[config.mk]
export PLATFORM = sky130hd
export DESIGN_NAME = trap_csr_unit_flat
export DESIGN_NICKNAME = d
export VERILOG_FILES = /design/src/rtl/trap_csr_unit_if.sv /design/src/rtl/trap_csr_unit.sv /design/src/flat_wrapper.sv
export SDC_FILE = /design/constraint.sdc
export NUM_CORES = 1
export LEC_CHECK = 0
export ABC_AREA = 1
export CORE_AREA = 4 4 123 125
export CTS_CLUSTER_DIAMETER = 60
export CTS_CLUSTER_SIZE = 25
export DETAILED_ROUTE_END_ITERATION = 10
export DIE_AREA = 0 0 127 129
export GPL_TIMING_DRIVEN = 1
export PLACE_DENSITY = 0.91
export SYNTH_ARGS = -nofsm -noshare
export SYNTH_HDL_FRONTEND = slang
export SYNTH_SLANG_ARGS = --single-unit
[constraint.sdc]
create_clock -name clk -period 1.7 [get_ports clk]
set_input_delay 0.34 -clock clk [delete_from_list [all_inputs] [get_ports clk]]
set_output_delay 0.34 -clock clk [all_outputs]
set_load 0.03 [all_outputs]
[src/rtl/trap_csr_unit_if.sv]
// Bundle of EX-stage control, CSR access and fetch-redirect signals for the machine-mode trap unit.
// The slave side is the trap unit; the master side is the pipeline that drives it.
interface trap_csr_unit_if #(
  parameter int XLEN = 32
);
  logic            ex_valid;
  logic [XLEN-1:0] ex_pc;
  logic [1:0]      int_cause;
  logic            mret;
  logic            ext_irq;
  logic            csr_we;
  logic [1:0]      csr_op;
  logic [11:0]     csr_addr;
  logic [XLEN-1:0] csr_wdata;
  logic [XLEN-1:0] csr_rdata;
  logic            trap_redirect;
  logic [XLEN-1:0] trap_target;
  logic            pipe_flush;

  modport master (
    output ex_valid, ex_pc, int_cause, mret, ext_irq,
    output csr_we, csr_op, csr_addr, csr_wdata,
    input  csr_rdata, trap_redirect, trap_target, pipe_flush
  );

  modport slave (
    input  ex_valid, ex_pc, int_cause, mret, ext_irq,
    input  csr_we, csr_op, csr_addr, csr_wdata,
    output csr_rdata, trap_redirect, trap_target, pipe_flush
  );
endinterface

[src/rtl/trap_csr_unit.sv]
// Machine-mode trap/CSR unit: holds mstatus/mie/mip/mtvec/mepc/mcause, arbitrates
// IRQ > exception > mret > CSR write, and issues a one-cycle registered flush/redirect.
module trap_csr_unit #(
  parameter int              XLEN        = 32,
  parameter logic [XLEN-1:0] MTVEC_RESET = {XLEN{1'b0}}
) (
  input  logic                 clk,
  input  logic                 rstn,
  trap_csr_unit_if.slave       bus
);

  typedef enum logic [0:0] {
    IDLE  = 1'b0,
    FLUSH = 1'b1
  } state_e;

  localparam logic [11:0] ADDR_MSTATUS = 12'h300;
  localparam logic [11:0] ADDR_MIE     = 12'h304;
  localparam logic [11:0] ADDR_MTVEC   = 12'h305;
  localparam logic [11:0] ADDR_MEPC    = 12'h341;
  localparam logic [11:0] ADDR_MCAUSE  = 12'h342;
  localparam logic [11:0] ADDR_MIP     = 12'h344;

  localparam logic [XLEN-1:0] CAUSE_IRQ    = {1'b1, {(XLEN-5){1'b0}}, 4'hB};
  localparam logic [XLEN-1:0] CAUSE_ILLEGAL = {{(XLEN-4){1'b0}}, 4'h2};
  localparam logic [XLEN-1:0] CAUSE_ECALL  = {{(XLEN-4){1'b0}}, 4'hB};
  localparam logic [XLEN-1:0] CAUSE_EBREAK = {{(XLEN-4){1'b0}}, 4'h3};
  localparam logic [XLEN-1:0] MASK_MTVEC   = {{(XLEN-2){1'b1}}, 2'b00};
  localparam logic [XLEN-1:0] MASK_MEPC    = {{(XLEN-1){1'b1}}, 1'b0};

  state_e          state_q, state_d;
  logic [1:0]      sync_q;
  logic            mstatus_mie_q, mstatus_mie_d;
  logic            mstatus_mpie_q, mstatus_mpie_d;
  logic            mie_meie_q, mie_meie_d;
  logic [XLEN-1:0] mtvec_q, mtvec_d;
  logic [XLEN-1:0] mepc_q, mepc_d;
  logic [XLEN-1:0] mcause_q, mcause_d;
  logic            redirect_q, redirect_d;
  logic            flush_q, flush_d;
  logic [XLEN-1:0] target_q, target_d;

  logic            idle_valid_s;
  logic            irq_take_s;
  logic            exc_take_s;
  logic            mret_take_s;
  logic            csr_take_s;
  logic [XLEN-1:0] csr_old_s;
  logic [XLEN-1:0] csr_new_s;
  logic [XLEN-1:0] exc_cause_s;

  // Read mux: the pre-write value of the addressed CSR, zero for unimplemented addresses.
  always_comb begin
    csr_old_s = {XLEN{1'b0}};
    case (bus.csr_addr)
      ADDR_MSTATUS: begin
        csr_old_s[3] = mstatus_mie_q;
        csr_old_s[7] = mstatus_mpie_q;
      end
      ADDR_MIE:    csr_old_s[11] = mie_meie_q;
      ADDR_MTVEC:  csr_old_s     = mtvec_q;
      ADDR_MEPC:   csr_old_s     = mepc_q;
      ADDR_MCAUSE: csr_old_s     = mcause_q;
      ADDR_MIP:    csr_old_s[11] = sync_q[1];
      default:     csr_old_s     = {XLEN{1'b0}};
    endcase
  end

  assign bus.csr_rdata = csr_old_s;

  // Write-data combine for the write/set/clear CSR operations.
  always_comb begin
    case (bus.csr_op)
      2'b01:   csr_new_s = bus.csr_wdata;
      2'b10:   csr_new_s = csr_old_s | bus.csr_wdata;
      2'b11:   csr_new_s = csr_old_s & ~bus.csr_wdata;
      default: csr_new_s = csr_old_s;
    endcase
  end

  // Event arbitration; an IRQ needs the synchronised MEIP plus both enables.
  always_comb begin
    idle_valid_s = (state_q == IDLE) && bus.ex_valid;
    irq_take_s   = idle_valid_s && sync_q[1] && mie_meie_q && mstatus_mie_q;
    exc_take_s   = idle_valid_s && !irq_take_s && (bus.int_cause != 2'b00);
    mret_take_s  = idle_valid_s && !irq_take_s && !exc_take_s && bus.mret;
    csr_take_s   = idle_valid_s && !irq_take_s && !exc_take_s && !mret_take_s &&
                   bus.csr_we && (bus.csr_op != 2'b00);
    case (bus.int_cause)
      2'b01:   exc_cause_s = CAUSE_ILLEGAL;
      2'b10:   exc_cause_s = CAUSE_ECALL;
      2'b11:   exc_cause_s = CAUSE_EBREAK;
      default: exc_cause_s = {XLEN{1'b0}};
    endcase
  end

  // Next-state for the FSM, the CSRs and the redirect outputs.
  always_comb begin
    state_d        = IDLE;
    mstatus_mie_d  = mstatus_mie_q;
    mstatus_mpie_d = mstatus_mpie_q;
    mie_meie_d     = mie_meie_q;
    mtvec_d        = mtvec_q;
    mepc_d         = mepc_q;
    mcause_d       = mcause_q;
    target_d       = target_q;
    redirect_d     = 1'b0;
    flush_d        = 1'b0;

    if (irq_take_s || exc_take_s) begin
      mepc_d         = bus.ex_pc & MASK_MEPC;
      mcause_d       = irq_take_s ? CAUSE_IRQ : exc_cause_s;
      mstatus_mpie_d = mstatus_mie_q;
      mstatus_mie_d  = 1'b0;
      target_d       = mtvec_q;
      state_d        = FLUSH;
      redirect_d     = 1'b1;
      flush_d        = 1'b1;
    end else if (mret_take_s) begin
      mstatus_mie_d  = mstatus_mpie_q;
      mstatus_mpie_d = 1'b1;
      target_d       = mepc_q;
      state_d        = FLUSH;
      redirect_d     = 1'b1;
      flush_d        = 1'b1;
    end else if (csr_take_s) begin
      case (bus.csr_addr)
        ADDR_MSTATUS: begin
          mstatus_mie_d  = csr_new_s[3];
          mstatus_mpie_d = csr_new_s[7];
        end
        ADDR_MIE:    mie_meie_d = csr_new_s[11];
        ADDR_MTVEC:  mtvec_d    = csr_new_s & MASK_MTVEC;
        ADDR_MEPC:   mepc_d     = csr_new_s & MASK_MEPC;
        ADDR_MCAUSE: mcause_d   = csr_new_s;
        default:     mcause_d   = mcause_q;
      endcase
    end else begin
      state_d = IDLE;
    end
  end

  // State, CSR, synchroniser and output registers.
  always_ff @(posedge clk or negedge rstn) begin
    if (!rstn) begin
      state_q        <= IDLE;
      sync_q         <= 2'b00;
      mstatus_mie_q  <= 1'b0;
      mstatus_mpie_q <= 1'b0;
      mie_meie_q     <= 1'b0;
      mtvec_q        <= MTVEC_RESET & MASK_MTVEC;
      mepc_q         <= {XLEN{1'b0}};
      mcause_q       <= {XLEN{1'b0}};
      redirect_q     <= 1'b0;
      flush_q        <= 1'b0;
      target_q       <= {XLEN{1'b0}};
    end else begin
      state_q        <= state_d;
      sync_q         <= {sync_q[0], bus.ext_irq};
      mstatus_mie_q  <= mstatus_mie_d;
      mstatus_mpie_q <= mstatus_mpie_d;
      mie_meie_q     <= mie_meie_d;
      mtvec_q        <= mtvec_d;
      mepc_q         <= mepc_d;
      mcause_q       <= mcause_d;
      redirect_q     <= redirect_d;
      flush_q        <= flush_d;
      target_q       <= target_d;
    end
  end

  assign bus.trap_redirect = redirect_q;
  assign bus.pipe_flush    = flush_q;
  assign bus.trap_target   = target_q;

endmodule

[src/flat_wrapper.sv]
// flat-port wrapper written by rule: the top's interface ports become plain ports
module trap_csr_unit_flat 
#(
  parameter int              XLEN        = 32,
  parameter logic [XLEN-1:0] MTVEC_RESET = {XLEN{1'b0}}
)
  (clk, rstn, bus_ex_valid, bus_ex_pc, bus_int_cause, bus_mret, bus_ext_irq, bus_csr_we, bus_csr_op, bus_csr_addr, bus_csr_wdata, bus_csr_rdata, bus_trap_redirect, bus_trap_target, bus_pipe_flush);
  trap_csr_unit_if #(.XLEN(XLEN)) bus_i ();
  input  logic clk;
  input  logic rstn;
  input wire logic [$bits(bus_i.ex_valid)-1:0] bus_ex_valid;
  input wire logic [$bits(bus_i.ex_pc)-1:0] bus_ex_pc;
  input wire logic [$bits(bus_i.int_cause)-1:0] bus_int_cause;
  input wire logic [$bits(bus_i.mret)-1:0] bus_mret;
  input wire logic [$bits(bus_i.ext_irq)-1:0] bus_ext_irq;
  input wire logic [$bits(bus_i.csr_we)-1:0] bus_csr_we;
  input wire logic [$bits(bus_i.csr_op)-1:0] bus_csr_op;
  input wire logic [$bits(bus_i.csr_addr)-1:0] bus_csr_addr;
  input wire logic [$bits(bus_i.csr_wdata)-1:0] bus_csr_wdata;
  output wire logic [$bits(bus_i.csr_rdata)-1:0] bus_csr_rdata;
  output wire logic [$bits(bus_i.trap_redirect)-1:0] bus_trap_redirect;
  output wire logic [$bits(bus_i.trap_target)-1:0] bus_trap_target;
  output wire logic [$bits(bus_i.pipe_flush)-1:0] bus_pipe_flush;
  assign bus_i.ex_valid = bus_ex_valid;
  assign bus_i.ex_pc = bus_ex_pc;
  assign bus_i.int_cause = bus_int_cause;
  assign bus_i.mret = bus_mret;
  assign bus_i.ext_irq = bus_ext_irq;
  assign bus_i.csr_we = bus_csr_we;
  assign bus_i.csr_op = bus_csr_op;
  assign bus_i.csr_addr = bus_csr_addr;
  assign bus_i.csr_wdata = bus_csr_wdata;
  assign bus_csr_rdata = bus_i.csr_rdata;
  assign bus_trap_redirect = bus_i.trap_redirect;
  assign bus_trap_target = bus_i.trap_target;
  assign bus_pipe_flush = bus_i.pipe_flush;
  trap_csr_unit #(.XLEN(XLEN), .MTVEC_RESET(MTVEC_RESET)) u_core (.clk(clk), .rstn(rstn), .bus(bus_i));
endmodule
==> results of run 1 <==
## routing by layer
layer  overflow  track usage (%)
met5          0            23.82
met4          1            68.45
met3          0            62.35
met2          2            90.13
met1          0            74.77
## logic make-up after synthesis
group	count (synthesis)	share of synthesized area [%]
buffers and inverters	120	7.390
other	1	0.05236
and+or+nand+nor	564	32.90
DFF	130	45.42
AOI/OAI and AO/OA	195	14.24
## timing repair
item	in CTS
pin swaps	28
gates cloned	18
hold buffers	1
gates resized for setup	261
setup endpoints to repair	169
setup buffers	26
hold endpoints to repair	37
## through the flow
stage / util (%) / hold slack, ps / TNS (ps)
after floorplan: - / 44.41 / 0
after global placement: 66.87 / 282.2 / -67940
after detailed placement: 66.87 / 283.7 / -76520
after CTS: 80.54 / 365.4 / -6621
==> metrics, run 1 <==
Clock Sink Count=130; die boundary height=between 100 and 150 um; result of the run=aborted with a tool error; htree depth=4; cell types with the highest counts after synthesis=sky130_fd_sc_hd__nand2_1, sky130_fd_sc_hd__dfrtp_1, sky130_fd_sc_hd__nand3_1; fraction of registers with async set/reset=100.0%; clock buffers created by TritonCTS=17; routability cong.=slightly above 0.9; net count of the mapped netlist=~1,100; GRT worst endpoint=bus_csr_rdata[12]; distinct cell type count after synthesis=25; HPWL Detailed=16,760 um; port buffer count=about 150; fraction of synthesized cell area taken by the top area cell type=45.42%; error that ended the run=[ERROR GRT-0232] Routing congestion too high. Check the congestion heatmap in the GUI.; deepest clock path buffer count=2; worst setup slack before clock tree synthesis=-584.6 ps; portion of the post-synthesis area used by sequential elements=around 45%; pin count of the biggest net entering global routing=45; EDFF count, synth=0; Yosys top cell by area=sky130_fd_sc_hd__dfrtp_1; Post-Synthesis Cell Area=~0.0072 mm^2; most common cell in the synthesized netlist=sky130_fd_sc_hd__nand2_1; commonest register cell after synthesis=sky130_fd_sc_hd__dfrtp_1; Root Buffer Master=sky130_fd_sc_hd__clkbuf_16; stage reached=global routing; gate count after technology mapping=between 1,000 and 1,500; Post-DP Area=between 0.009 and 0.01 mm^2; number of register bits inferred by synthesis=130; I/O pin total=approximately 150; initial standard-cell utilization of the core=between 50% and 60%; GRT Resource Usage Total=about 74%; GR Overflow Total=3; number of warnings printed during yosys synthesis=0; syn avg cell area=between 7 and 8 um^2; number of placement rows=43; Horiz. Die Dim=~130 um; synth top area cells=sky130_fd_sc_hd__dfrtp_1, sky130_fd_sc_hd__nand2_1, sky130_fd_sc_hd__nand3_1; type of pin the worst path ends at=primary output; number of instances in the placed design=around 1,300
==> inputs of run 2 (changes only) <==
--- a/config.mk
+++ b/config.mk
@@ -6,13 +6,11 @@
 export NUM_CORES = 1
 export LEC_CHECK = 0
 export ABC_AREA = 1
-export CORE_AREA = 4 4 123 125
-export CTS_CLUSTER_DIAMETER = 60
-export CTS_CLUSTER_SIZE = 25
+export CORE_AREA = 4 4 139 141
 export DETAILED_ROUTE_END_ITERATION = 10
-export DIE_AREA = 0 0 127 129
+export DIE_AREA = 0 0 143 145
 export GPL_TIMING_DRIVEN = 1
-export PLACE_DENSITY = 0.91
+export PLACE_DENSITY_LB_ADDON = 0.15
 export SYNTH_ARGS = -nofsm -noshare
 export SYNTH_HDL_FRONTEND = slang
 export SYNTH_SLANG_ARGS = --single-unit
==> metrics, run 2 <==
result of the run=complete, but fails checks; violated checks=setup timing; I/O pin total=~150; Min-Delay Path Depth=1; Critical Path Sink Type=output port; multi-input gate area in the final layout=0.004987 mm^2; die boundary height=between 100 and 150 um; EDFF count, synth=0; final antenna-violating net count=0; CP Cell Sequence=buf_6, inv_2, nor2_2, nand2_2, nor2_4, buf_12, buf_12, buf_12, nand3_4, nand4_1, buf_12; antenna cells=0; vias in the first global route=between 8,000 and 9,000; most common cell in the synthesized netlist=sky130_fd_sc_hd__nand2_1; crit path from=bus_csr_addr[6]; gate count after technology mapping=a little over 1,000; worst hold-check path type=input port to flip-flop; net total in the final layout=roughly 1,400; number of placement rows=49; distinct cell type count after synthesis=25; maximum capacitance violations=0; number of flip-flops in the largest register=32; total buffers and inverters traversed by the critical path=6; number of cells on the worst reg-to-reg path=10; syn avg cell area=just over 7 um^2; number of warnings printed during yosys synthesis=0; number of register bits inferred by synthesis=130; port buffer count=~150; Syn-to-layout area delta=83.46%; final hold slack=approximately 360 ps; setup repair after global routing missed its margin=yes; number of DRC violations after detailed-routing iteration 0=802; global-route wire length before repair=44,200 um; area enclosed by the die boundary=between 0.02 and 0.025 mm^2; post-route setup slack=-252.3 ps; crit-path leading delay family=buffers and inverters; fraction of final layout cells with drive strength greater than 1=between 40% and 50%; most frequent standard cell in the layout excluding fill and tap cells=sky130_fd_sc_hd__nand2_1; Yosys top cell by area=sky130_fd_sc_hd__dfrtp_1; maximum clock frequency=roughly 510 MHz; Via Count=slightly below 9,000; endpoints failing hold=0; clock buffers created by TritonCTS=17; Final Critical Period=approximately 2000 ps; critical path's slowest cell=sky130_fd_sc_hd__nand4_1; commonest register cell after synthesis=sky130_fd_sc_hd__dfrtp_1; power density normalized to cell area=871.7 mW/mm^2; Clock Pin Slew Worst Setup and Hold Paths=about 50 ps; Arrival @ worst endpoint=between 1500 and 2000 ps; pin count of the biggest net entering global routing=42; Post-Synthesis Cell Area=slightly above 0.007 mm^2; Total Routed Length=roughly 33,000 um; GR Overflow Total=0; leakage power of the design=6.125 nW; deepest clock path buffer count=2; portion of the post-synthesis area used by sequential elements=45.42%; HPWL Detailed=17,490 um; htree depth=4; fraction of registers with async set/reset=between 90% and 100%; Clock Sink Count=130; most frequent cells in the layout=sky130_fd_sc_hd__nand2_1, sky130_fd_sc_hd__dfrtp_1, sky130_fd_sc_hd__clkdlybuf4s50_1; number of vias per cell=between 5 and 6; GRT Resource Usage Total=between 20 and 30%; Layout Skew=approximately 9 ps; net count of the mapped netlist=around 1,100; # fillers=about 1,300; insertion delay to the later sink of the worst-skew pair=around 430 ps; hold path start=bus_ext_irq; initial standard-cell utilization of the core=between 30% and 40%; max incr delay on CP=190 ps; count of cell instances traversed by the critical path=11; worst setup path class=input port to output port; fraction of synthesized cell area taken by the top area cell type=around 45%; Core Region=between 0.015 and 0.02 mm^2; most prevalent standard cell on the critical path=sky130_fd_sc_hd__buf_12; Critical Path Start Type=input port; Register Area=between 0.003 and 0.004 mm^2; Horiz. Die Dim=~140 um; number of antenna violations at the first check in global routing=0; cell types with the highest counts after synthesis=sky130_fd_sc_hd__nand2_1, sky130_fd_sc_hd__dfrtp_1, sky130_fd_sc_hd__nand3_1; count of pins over their slew limit=0; Crit Path Max Fanout=6; Max rail drop VDD=slightly above 0.7 mV; worst setup slack before clock tree synthesis=-675.9 ps; synth top area cells=sky130_fd_sc_hd__dfrtp_1, sky130_fd_sc_hd__nand2_1, sky130_fd_sc_hd__nand3_1; Detailed Routing Iterations Pass 1=7; routed length per placed instance=roughly 22 um; launch instance of the worst register-to-register path=u_core.bus.trap_redirect$_DFF_PN0_; Final Cycle Share=114.8%; setup TNS after final layout=-10,820 ps; clock tree from TritonCTS=built; final setup fails=115; most flop-heavy register=u_core.mcause_q; worst path required time=around 1400 ps; Remaining DRCs=0; routability cong.=between 0.8 and 0.9; Root Buffer Master=sky130_fd_sc_hd__clkbuf_16
-- run 2: cell counts after synthesis --
Identical to the previous run, type by type.
-- run 2: kinds of logic (layout without fill, tap and decap cells) --
logic type | after synthesis | count (layout) | synth area share, %
AND/OR/NAND/NOR | 564 | 566 | 32.90
AO/OA/AOI/OAI | 195 | 195 | 14.24
flip-flops | 130 | 130 | 45.42
buffers and inverters | 120 | 384 | 7.390
other | 1 | 1 | 0.05236
-- run 2: final timing paths --
check | end | slack [ps]
worst min-delay path | u_core.sync_q[0]$_DFF_PN0_ | 360
min in group asynchronous | u_core.bus.trap_target[29]$_DFFE_PN0N_ | 380
max in group asynchronous | u_core.mepc_q[17]$_DFFE_PN0P_ | 760
worst min register to register | u_core.sync_q[1]$_DFF_PN0_ | 380
worst max-delay path | bus_csr_rdata[7] | -250
worst max register to register | u_core.mtvec_q[3]$_DFFE_PN0P_ | -130
-- run 2: through the flow --
step / power (mW) / cell area (um^2) / instances / util [%]
floorplan: 5.565 / 7167 / 1010 / -
global placement: 6.787 / 9503 / 1398 / 52.90
detailed placement: 6.827 / 9503 / 1398 / 52.90
CTS: 10.70 / 11430 / 1472 / 63.65
global route: 11.88 / 13140 / 1505 / 73.14
finish: 11.45 / 13140 / 1505 / 73.14
-- run 2: worst register-to-register path, cell delays in order, from the launching register on --
cell and delay [ps]:
sky130_fd_sc_hd__dfrtp_2 410, sky130_fd_sc_hd__inv_2 70, sky130_fd_sc_hd__nand2_4 90, sky130_fd_sc_hd__nor3_4 260
sky130_fd_sc_hd__nand3_4 150, sky130_fd_sc_hd__buf_8 160, sky130_fd_sc_hd__nor2_4 190, sky130_fd_sc_hd__buf_6 160
sky130_fd_sc_hd__clkbuf_16 180, sky130_fd_sc_hd__nand2_2 50, sky130_fd_sc_hd__nand2_1 50
-- run 2: area by class of cell --
type,count,share of cell area [%]
multi-input cells,762,37.96
repair buffers,307,29.04
flip-flops and latches,130,24.77
clock buffers,25,3.847
well taps,229,2.181
inverters,48,1.457
clock inverters,4,0.7428
-- run 2: timing repair --
| item | 4_1_cts | 5_1_grt |
|---|---|---|
| gates cloned | 11 | 20 |
| setup endpoints to repair | 191 | 157 |
| resized for setup | 261 | 349 |
| hold endpoints to repair | 28 | 0 |
| hold buffers | 1 | 0 |
| buffers inserted | 35 | 19 |
| pin swaps | 47 | 74 |
-- run 2: report_power, final --
part | internal, mW | switching [mW]
Clock | 2.48 | 1.37
Sequential | 3.73 | 0.591
Combinational | 1.38 | 1.91
Total | 7.59 | 3.87
-- run 2: per-layer routing --
layer | part of all wire, % | up-vias | track usage [%]
met5 | 0 | - | 0
li1 | - | 3838 | -
met2 | 48 | 576 | 43.82
met3 | 9.4 | 126 | 5.331
met4 | 4.1 | 0 | 9.933
met1 | 38 | 4209 | 36.60
No activity file was read; power rests on OpenSTA's default activity.
